$ cat src/rtl/acc_pkg.sv
// rtl/acc_pkg.sv - shared accelerator defaults and BIU state encoding
// Purpose: common widths and the read BIU FSM states, imported by the imap read BIU files.
// Ports: none (package).
package acc_pkg;

  localparam int AW_DEF    = 32;
  localparam int DW_DEF    = 32;
  localparam int CNT_W_DEF = 20;

  typedef enum logic [1:0] {
    ST_IDLE  = 2'd0,
    ST_ISSUE = 2'd1,
    ST_DRAIN = 2'd2,
    ST_DONE  = 2'd3
  } biu_state_e;

endpackage

$ cat src/rtl/imap_rd_biu_if.sv
// rtl/imap_rd_biu_if.sv - arbiter command/response and line-buffer stream bundle
// Purpose: groups the read BIU's bus-facing handshakes.
// Ports (master = BIU side):
//   imap_biu2arb_req/addr/vld out, imap_biu2arb_rdy in   : read command channel
//   arb2imap_biu_data/vld in, arb2imap_biu_rdy out       : read response channel
//   imap_biu2lbuf_data/vld out, imap_biu2lbuf_rdy in     : stream to line buffer
interface imap_rd_biu_if
  import acc_pkg::*;
#(
  parameter int AW = AW_DEF,
  parameter int DW = DW_DEF
);

  logic          imap_biu2arb_req;
  logic [AW-1:0] imap_biu2arb_addr;
  logic          imap_biu2arb_vld;
  logic          imap_biu2arb_rdy;
  logic [DW-1:0] arb2imap_biu_data;
  logic          arb2imap_biu_vld;
  logic          arb2imap_biu_rdy;
  logic [DW-1:0] imap_biu2lbuf_data;
  logic          imap_biu2lbuf_vld;
  logic          imap_biu2lbuf_rdy;

  modport master (
    output imap_biu2arb_req, imap_biu2arb_addr, imap_biu2arb_vld,
    input  imap_biu2arb_rdy,
    input  arb2imap_biu_data, arb2imap_biu_vld,
    output arb2imap_biu_rdy,
    output imap_biu2lbuf_data, imap_biu2lbuf_vld,
    input  imap_biu2lbuf_rdy
  );

  modport slave (
    input  imap_biu2arb_req, imap_biu2arb_addr, imap_biu2arb_vld,
    output imap_biu2arb_rdy,
    output arb2imap_biu_data, arb2imap_biu_vld,
    input  arb2imap_biu_rdy,
    input  imap_biu2lbuf_data, imap_biu2lbuf_vld,
    output imap_biu2lbuf_rdy
  );

endinterface

$ cat src/rtl/imap_rd_fifo.sv
// rtl/imap_rd_fifo.sv - show-ahead synchronous response FIFO
// Purpose: buffers read responses; the head word is visible on rdata whenever !empty.
// Ports: clk, rst (sync active-high, clears pointers/count only),
//        push/wdata/full (write side), pop/rdata/empty (read side), count (occupancy).
module imap_rd_fifo #(
  parameter int DW    = 32,
  parameter int DEPTH = 8
) (
  input  logic                     clk,
  input  logic                     rst,
  input  logic                     push,
  input  logic [DW-1:0]            wdata,
  output logic                     full,
  input  logic                     pop,
  output logic [DW-1:0]            rdata,
  output logic                     empty,
  output logic [$clog2(DEPTH):0]   count
);

  localparam int PW = $clog2(DEPTH);

  logic [DW-1:0] mem [DEPTH];
  logic [PW-1:0] wr_ptr;
  logic [PW-1:0] rd_ptr;
  logic [PW:0]   cnt;
  logic          do_push;
  logic          do_pop;

  assign do_push = push & ~full;
  assign do_pop  = pop & ~empty;
  assign full    = (cnt == (PW+1)'(DEPTH));
  assign empty   = (cnt == '0);
  assign count   = cnt;
  assign rdata   = mem[rd_ptr];

  always_ff @(posedge clk) begin
    if (do_push) mem[wr_ptr] <= wdata;
  end

  // DEPTH is a power of two, so pointers wrap naturally.
  always_ff @(posedge clk) begin
    if (rst) begin
      wr_ptr <= '0;
      rd_ptr <= '0;
      cnt    <= '0;
    end else begin
      if (do_push) wr_ptr <= wr_ptr + 1'b1;
      if (do_pop)  rd_ptr <= rd_ptr + 1'b1;
      case ({do_push, do_pop})
        2'b10:   cnt <= cnt + 1'b1;
        2'b01:   cnt <= cnt - 1'b1;
        default: cnt <= cnt;
      endcase
    end
  end

endmodule

$ cat src/rtl/imap_rd_biu.sv
// rtl/imap_rd_biu.sv - input feature map read bus interface unit
// Purpose: on start, reads imap_len words from imap_base_addr through the arbiter and
//          streams them in address order to the line buffer; outstanding reads are
//          limited by free response FIFO space so no response is ever dropped.
// Ports: clk, rst (sync active-high), start, imap_base_addr, imap_len (sampled on
//        accepted start), busy, done (1-cycle pulse), err (sticky unsolicited response),
//        bus (imap_rd_biu_if.master: arbiter command/response + line buffer stream).
module imap_rd_biu
  import acc_pkg::*;
#(
  parameter int AW         = AW_DEF,
  parameter int DW         = DW_DEF,
  parameter int CNT_W      = CNT_W_DEF,
  parameter int FIFO_DEPTH = 8
) (
  input  logic             clk,
  input  logic             rst,
  input  logic             start,
  input  logic [AW-1:0]    imap_base_addr,
  input  logic [CNT_W-1:0] imap_len,
  output logic             busy,
  output logic             done,
  output logic             err,
  imap_rd_biu_if.master    bus
);

  localparam int CW = $clog2(FIFO_DEPTH) + 1;

  biu_state_e       state_q, state_d;
  logic [AW-1:0]    base_q;
  logic [CNT_W-1:0] len_q;
  logic [CNT_W-1:0] issue_cnt;
  logic [CNT_W-1:0] recv_cnt;
  logic [CNT_W-1:0] recv_nxt;
  logic [CW-1:0]    outstanding;
  logic [CW-1:0]    fifo_cnt;
  logic [CW:0]      credit_sum;
  logic             req_q;
  logic             err_q;
  logic             cmd_vld;
  logic             start_acc;
  logic             cmd_hs;
  logic             rsp_hs;
  logic             rsp_ok;
  logic             rsp_bad;
  logic             fifo_full;
  logic             fifo_empty;
  logic             lbuf_pop;

  assign start_acc  = start & (state_q == ST_IDLE);
  assign cmd_hs     = cmd_vld & bus.imap_biu2arb_rdy;
  assign rsp_hs     = bus.arb2imap_biu_vld & bus.arb2imap_biu_rdy;
  // A response with nothing outstanding is still accepted so the bus never stalls on it.
  assign rsp_ok     = rsp_hs & (outstanding != '0);
  assign rsp_bad    = rsp_hs & (outstanding == '0);
  assign recv_nxt   = recv_cnt + 1'b1;
  assign lbuf_pop   = bus.imap_biu2lbuf_vld & bus.imap_biu2lbuf_rdy;
  // Reserved FIFO slots: in-flight reads plus words already buffered.
  assign credit_sum = {1'b0, outstanding} + {1'b0, fifo_cnt};

  always_comb begin
    state_d = state_q;
    cmd_vld = 1'b0;
    busy    = 1'b0;
    done    = 1'b0;
    case (state_q)
      ST_IDLE: begin
        if (start) state_d = (imap_len == '0) ? ST_DONE : ST_ISSUE;
      end
      ST_ISSUE: begin
        busy    = 1'b1;
        cmd_vld = (issue_cnt < len_q) && (credit_sum < (CW+1)'(FIFO_DEPTH));
        if (issue_cnt == len_q) state_d = ST_DRAIN;
      end
      ST_DRAIN: begin
        busy = 1'b1;
        if ((recv_cnt == len_q) && fifo_empty) state_d = ST_DONE;
      end
      ST_DONE: begin
        done    = 1'b1;
        state_d = ST_IDLE;
      end
      default: state_d = ST_IDLE;
    endcase
  end

  always_ff @(posedge clk) begin
    if (rst) begin
      state_q     <= ST_IDLE;
      base_q      <= '0;
      len_q       <= '0;
      issue_cnt   <= '0;
      recv_cnt    <= '0;
      outstanding <= '0;
      req_q       <= 1'b0;
      err_q       <= 1'b0;
    end else begin
      state_q <= state_d;
      if (start_acc) begin
        base_q    <= imap_base_addr;
        len_q     <= imap_len;
        issue_cnt <= '0;
        recv_cnt  <= '0;
        req_q     <= (imap_len != '0);
      end else begin
        if (cmd_hs) issue_cnt <= issue_cnt + 1'b1;
        if (rsp_ok) begin
          recv_cnt <= recv_nxt;
          if (recv_nxt == len_q) req_q <= 1'b0;
        end
      end
      case ({cmd_hs, rsp_ok})
        2'b10:   outstanding <= outstanding + 1'b1;
        2'b01:   outstanding <= outstanding - 1'b1;
        default: outstanding <= outstanding;
      endcase
      if (rsp_bad)        err_q <= 1'b1;
      else if (start_acc) err_q <= 1'b0;
    end
  end

  assign err                   = err_q;
  assign bus.imap_biu2arb_req  = req_q;
  assign bus.imap_biu2arb_vld  = cmd_vld;
  assign bus.imap_biu2arb_addr = base_q + AW'(issue_cnt);
  assign bus.arb2imap_biu_rdy  = ~fifo_full;
  assign bus.imap_biu2lbuf_vld = ~fifo_empty;

  imap_rd_fifo #(
    .DW    (DW),
    .DEPTH (FIFO_DEPTH)
  ) u_fifo (
    .clk   (clk),
    .rst   (rst),
    .push  (rsp_ok),
    .wdata (bus.arb2imap_biu_data),
    .full  (fifo_full),
    .pop   (lbuf_pop),
    .rdata (bus.imap_biu2lbuf_data),
    .empty (fifo_empty),
    .count (fifo_cnt)
  );

endmodule
$ cat src/flat_wrapper.sv
// flat-port wrapper written by rule: the top's interface ports become plain ports
module imap_rd_biu_flat import acc_pkg::*;
#(
  parameter int AW         = AW_DEF,
  parameter int DW         = DW_DEF,
  parameter int CNT_W      = CNT_W_DEF,
  parameter int FIFO_DEPTH = 8
)
  (clk, rst, start, imap_base_addr, imap_len, busy, done, err, bus_imap_biu2arb_req, bus_imap_biu2arb_addr, bus_imap_biu2arb_vld, bus_imap_biu2arb_rdy, bus_arb2imap_biu_data, bus_arb2imap_biu_vld, bus_arb2imap_biu_rdy, bus_imap_biu2lbuf_data, bus_imap_biu2lbuf_vld, bus_imap_biu2lbuf_rdy);
  imap_rd_biu_if #(.AW(AW), .DW(DW)) bus_i ();
  input  logic clk;
  input  logic rst;
  input  logic start;
  input  logic [AW-1:0] imap_base_addr;
  input  logic [CNT_W-1:0] imap_len;
  output logic busy;
  output logic done;
  output logic err;
  output wire logic [$bits(bus_i.imap_biu2arb_req)-1:0] bus_imap_biu2arb_req;
  output wire logic [$bits(bus_i.imap_biu2arb_addr)-1:0] bus_imap_biu2arb_addr;
  output wire logic [$bits(bus_i.imap_biu2arb_vld)-1:0] bus_imap_biu2arb_vld;
  input wire logic [$bits(bus_i.imap_biu2arb_rdy)-1:0] bus_imap_biu2arb_rdy;
  input wire logic [$bits(bus_i.arb2imap_biu_data)-1:0] bus_arb2imap_biu_data;
  input wire logic [$bits(bus_i.arb2imap_biu_vld)-1:0] bus_arb2imap_biu_vld;
  output wire logic [$bits(bus_i.arb2imap_biu_rdy)-1:0] bus_arb2imap_biu_rdy;
  output wire logic [$bits(bus_i.imap_biu2lbuf_data)-1:0] bus_imap_biu2lbuf_data;
  output wire logic [$bits(bus_i.imap_biu2lbuf_vld)-1:0] bus_imap_biu2lbuf_vld;
  input wire logic [$bits(bus_i.imap_biu2lbuf_rdy)-1:0] bus_imap_biu2lbuf_rdy;
  assign bus_imap_biu2arb_req = bus_i.imap_biu2arb_req;
  assign bus_imap_biu2arb_addr = bus_i.imap_biu2arb_addr;
  assign bus_imap_biu2arb_vld = bus_i.imap_biu2arb_vld;
  assign bus_i.imap_biu2arb_rdy = bus_imap_biu2arb_rdy;
  assign bus_i.arb2imap_biu_data = bus_arb2imap_biu_data;
  assign bus_i.arb2imap_biu_vld = bus_arb2imap_biu_vld;
  assign bus_arb2imap_biu_rdy = bus_i.arb2imap_biu_rdy;
  assign bus_imap_biu2lbuf_data = bus_i.imap_biu2lbuf_data;
  assign bus_imap_biu2lbuf_vld = bus_i.imap_biu2lbuf_vld;
  assign bus_i.imap_biu2lbuf_rdy = bus_imap_biu2lbuf_rdy;
  imap_rd_biu #(.AW(AW), .DW(DW), .CNT_W(CNT_W), .FIFO_DEPTH(FIFO_DEPTH)) u_core (.clk(clk), .rst(rst), .start(start), .imap_base_addr(imap_base_addr), .imap_len(imap_len), .busy(busy), .done(done), .err(err), .bus(bus_i));
endmodule
$ cat config.mk
export PLATFORM = sky130hd
export DESIGN_NAME = imap_rd_biu_flat
export DESIGN_NICKNAME = d
export VERILOG_FILES = /design/src/rtl/acc_pkg.sv /design/src/rtl/imap_rd_biu_if.sv /design/src/rtl/imap_rd_fifo.sv /design/src/rtl/imap_rd_biu.sv /design/src/flat_wrapper.sv
export SDC_FILE = /design/constraint.sdc
export NUM_CORES = 1
export LEC_CHECK = 0
export BUFFER_PORTS_ARGS = -buffer_cell sky130_fd_sc_hd__buf_2
export CORE_ASPECT_RATIO = 0.6
export CORE_MARGIN = 1
export CORE_UTILIZATION = 23
export CTS_BUF_LIST = sky130_fd_sc_hd__clkbuf_8
export DETAILED_ROUTE_END_ITERATION = 10
export PLACE_DENSITY = 0.34
export SKIP_LAST_GASP = 1
export SLEW_MARGIN = 20
export SYNTH_ARGS = -nofsm -noshare
export SYNTH_HDL_FRONTEND = slang
export SYNTH_SLANG_ARGS = --single-unit
$ cat constraint.sdc
create_clock -name clk -period 5.8 [get_ports clk]
set_input_delay 1.16 -clock clk [delete_from_list [all_inputs] [get_ports clk]]
set_output_delay 1.16 -clock clk [all_outputs]
set_load 0.03 [all_outputs]
==> results.txt <==
----------------------------------------------------
[Run status]
  Run status ... finished clean

[Layout]
  Final net count ... 1,663
  Commonest cells after routing, fill and taps aside ... edfxtp_1 (256), nand2_1 (162), buf_2 (160)
  Synthesis-to-layout area growth ... 18.7%
  Sequential Area ... 9960 um^2
  FILL cells ... 7,506
  Fraction of layout cells with a size suffix above 1 ... 25.0%
  Area occupied by multi-input gates ... about 6600 um^2
  Most common cell after layout, fill and taps aside ... edfxtp_1

[Critical path]
  Endpoint arrival time on the critical path ... 3.69 ns
  End point of the critical path ... bus_imap_biu2arb_addr[31]
  Required time of the worst setup path ... 4.64 ns
  Depth of the worst register-to-register path ... 16
  R2r startpoint ... u_core.len_q[5]
  Critical path startpoint category ... flip-flop
  Reg2reg setup slack ... between 1.5 and 2 ns
  CP Class ... flip-flop to output port
  Worst setup path startpoint ... u_core.issue_cnt[4]
  Maximum fanout along the worst path ... 7
  Critical Path Sink Type ... output port
  Worst reg2reg endpoint ... u_core.outstanding[3]

[Clocking]
  H-tree depth reported by CTS ... 3
  PostCTS Resize Cnt ... 0
  Buffers inserted during post-CTS setup optimization ... 0
  CTS tree ... yes
  Sink count of the clock tree ... about 370
  CTS buffer count ... 68
  CTS root buf ... clkbuf_8
  Post-CTS Hold Buffers ... 0
  Clock transition at the register clock pins on the worst setup and hold paths after CTS ... 0.07 ns
  Buffer levels on the longest clock path ... 3
  Clock Latency Late Sink ... 0.64 ns

[Drt]
  Vias per std cell ... roughly 4.5
  Iteration-0 DRC count of the detailed router ... 780
  Number of remaining DRC errors ... 0
  Detailed-route via count ... 11,294
  Drt wl/cell ... roughly 20 um
  Antenna-violating nets left ... 0
  DRT Wirelength ... 51,300 um
  First-pass iteration count of the detailed router ... 5

[Synth]
  Parity-gate share of the synthesized area counting xor and xnor cells ... 3.92%
  Netlist cell types ... 69
  Synthesized-area fraction occupied by ao, oa, aoi and oai cells ... 7.38%
  Post-synthesis register bit count ... 369
  Nets in the synthesized netlist ... 1,477
  Top flip-flop cell by instance count after synthesis ... edfxtp_1
  Synth Area in Adders ... 4.63%
  Synthesized netlist cell count ... between 1,000 and 1,500
  Count of flip-flops with a built-in enable after synthesis ... 256
  Async set or reset register ratio after synthesis ... 0%
  Number of warning messages in the yosys log ... 0
  Share of synthesized area occupied by flip-flops and latches ... between 50% and 60%
  Combinational family with the most area after synthesis ... multiplexers
  Share of synthesized area spent on multiplexers ... 11.3%
  Post-Synthesis Cell Area ... between 15,000 and 20,000 um^2
  Share of synthesized cell area in and, or, nand and nor gates ... between 10% and 20%
  Post-synthesis area per instance ... around 13 um^2

[Floorplan]
  Area of the die ... 74,900 um^2
  Top-level port count ... between 150 and 200
  Height of the chip ... between 200 and 250 um
  Horizontal die dimension ... 353 um
  Initial Utilization ... 23.4%
  FP Rows ... 76
  Core area ... 72,400 um^2

[STA]
  Number of slew-limit violations in the final report ... 0
  Final critical delay including setup and external delays ... ~4.9 ns
  Setup slack after layout ... 0.948 ns
  Worst-case clock skew ... 0.0244 ns
  Worst slew margin relative to its limit ... 38.5%
  Setup Total Neg Slack ... 0 ns
  FMAX ... 206 MHz
  RSZ-0062 raised after global routing ... no
  Post-route clock period utilization ... between 80% and 90%
  Final number of setup-violating endpoints ... 0
  Actual transition at the worst max-transition pin ... 0.917 ns
  Hold Fails Final Rpt ... 0

[Pwr]
  Pwr per Cell Area ... 360 nW/um^2
  P_leak ... 7.22 nW
  Largest voltage drop on the vdd net ... 0.125 mV
  Total power ... 7.26 mW

[Min path]
  Tightest Hold Check Type ... flip-flop to flip-flop

[Job]
  Maximum Capacitance Violations ... 0

[Placed design]
  Worst slack, placed ... 1.59 ns
  PortBufs ... between 150 and 200
  Placed wire-length estimate after detailed placement ... 34,400 um
  Placer congestion estimate ... around 0.8

[GRT]
  Vias in the first global route ... 11,317
  Number of antenna violations at the first check in global routing ... 2
  Wire length of the first global-routing pass ... 76,300 um
  Largest net degree at the start of global routing ... 55
  All-Layer GR Usage ... 13.8%
  Remaining global-route overflow ... 0

----------------------------------------------------
[cells in the mapped netlist, types with 3 or more instances]
cell	number	area, um^2
xor2_1	37	324
nand2b_1	10	62.6
buf_2	16	80.1
buf_1	3	11.3
o41ai_1	3	26.3
mux2i_1	10	100
o21a_1	6	45.0
a211oi_1	7	52.6
dfxtp_1	113	2260
nor2_1	65	244
xnor2_1	39	342
nor3_1	19	95.1
and3_1	8	50.1
nor4_1	13	81.3
o21bai_1	4	30.0
nor3b_1	5	37.5
a41o_1	3	30.0
a21o_1	19	143
edfxtp_1	256	7690
nor2b_1	7	43.8
nand2_1	163	612
nand3_1	18	90.1
or3_1	22	138
inv_1	49	184
o22ai_1	5	31.3
ha_1	58	726
fa_1	3	60.1
nand4_1	35	219
clkbuf_1	43	161
mux2_2	34	383
mux4_2	64	1440
a31oi_1	7	43.8
a21oi_1	101	505
and2_1	7	43.8
o21ai_0	26	130
o31ai_1	5	37.5
[power by group]
group	total, mW	switching (mW)	internal, mW
clock network	2.31	1.14	1.17
logic	1.80	1.12	0.673
registers	3.15	0.162	2.99
[area by class of cell]
cell class	instances	area share (%)
timing repair buffer	182	4.80
tap	975	6.06
clock inverter	48	1.21
sequential	369	49.5
multi-input combinational	842	32.7
inverter	49	0.914
clock buffer	70	4.79
antenna	2	0.0249
[logic make-up (layout without fill, tap and decap cells)]
logic type      count (synthesis)  after routing
compound gates                205            205
xor+xnor                       76             76
fa+ha+maj                      61             61
buf+inv                       115            349
flops                         369            369
mux                           108            108
other cells                     0              2
simple gates                  392            392
[how the worst min path moves through the flow]
stage,from,to,cells after the start
floorplan,u_core.base_q[0],u_core.base_q[0],2
global placement,u_core.base_q[4],u_core.base_q[4],2
detailed placement,u_core.base_q[15],u_core.base_q[15],2
CTS,u_core.base_q[15],u_core.base_q[15],2
global route,u_core.base_q[14],u_core.base_q[14],2
finish,u_core.base_q[15],u_core.base_q[15],2
[layer usage]
| metal | share of wire, % | track usage, % | routed length (um) |
|---|---|---|---|
| met2 | 39 | 18.1 | 20000 |
| met3 | 4.6 | 3.16 | 2380 |
| met4 | 2.0 | 4.02 | 1040 |
| met1 | 54 | 21.7 | 27900 |
| met5 | 0 | 0 | 0 |
[sequential cells by signal, indices dropped and copies added, names as in the netlist, named ones only]
signal	count
u_core.u_fifo.mem	256
u_core.base_q	32
u_core.issue_cnt	20
u_core.len_q	20
u_core.recv_cnt	20
u_core.outstanding	4
u_core.u_fifo.count	4
u_core.u_fifo.rd_ptr	3
u_core.u_fifo.wr_ptr	3
u_core.state_q	2
u_core.bus.imap_biu2arb_req	1
u_core.err	1
[stage by stage]
stage / hold WS [ns] / cells / util (%) / cell area (um^2)
4_1_cts: 0.463 / 2535 / 27.8 / 20100
3_3_place_gp: 0.453 / 2417 / 26.1 / 18900
3_5_place_dp: 0.455 / 2417 / 26.1 / 18900
5_1_grt: 0.488 / 2536 / 27.8 / 20100
6_report: 0.461 / 2537 / 27.8 / 20100
2_1_floorplan: 0.440 / 1326 / - / 17000
[critical path: stages, from the launching register on]
cell and delay (ns):
dfxtp_1 0.45, ha_1 0.32, o21a_1 0.18, o21ai_0 0.32
nor2_1 0.08, a21o_1 0.30, a211oi_1 0.78, nor2_1 0.19
xor2_1 0.19, buf_2 0.22
Note: power is estimated with default switching activity, not from simulation.
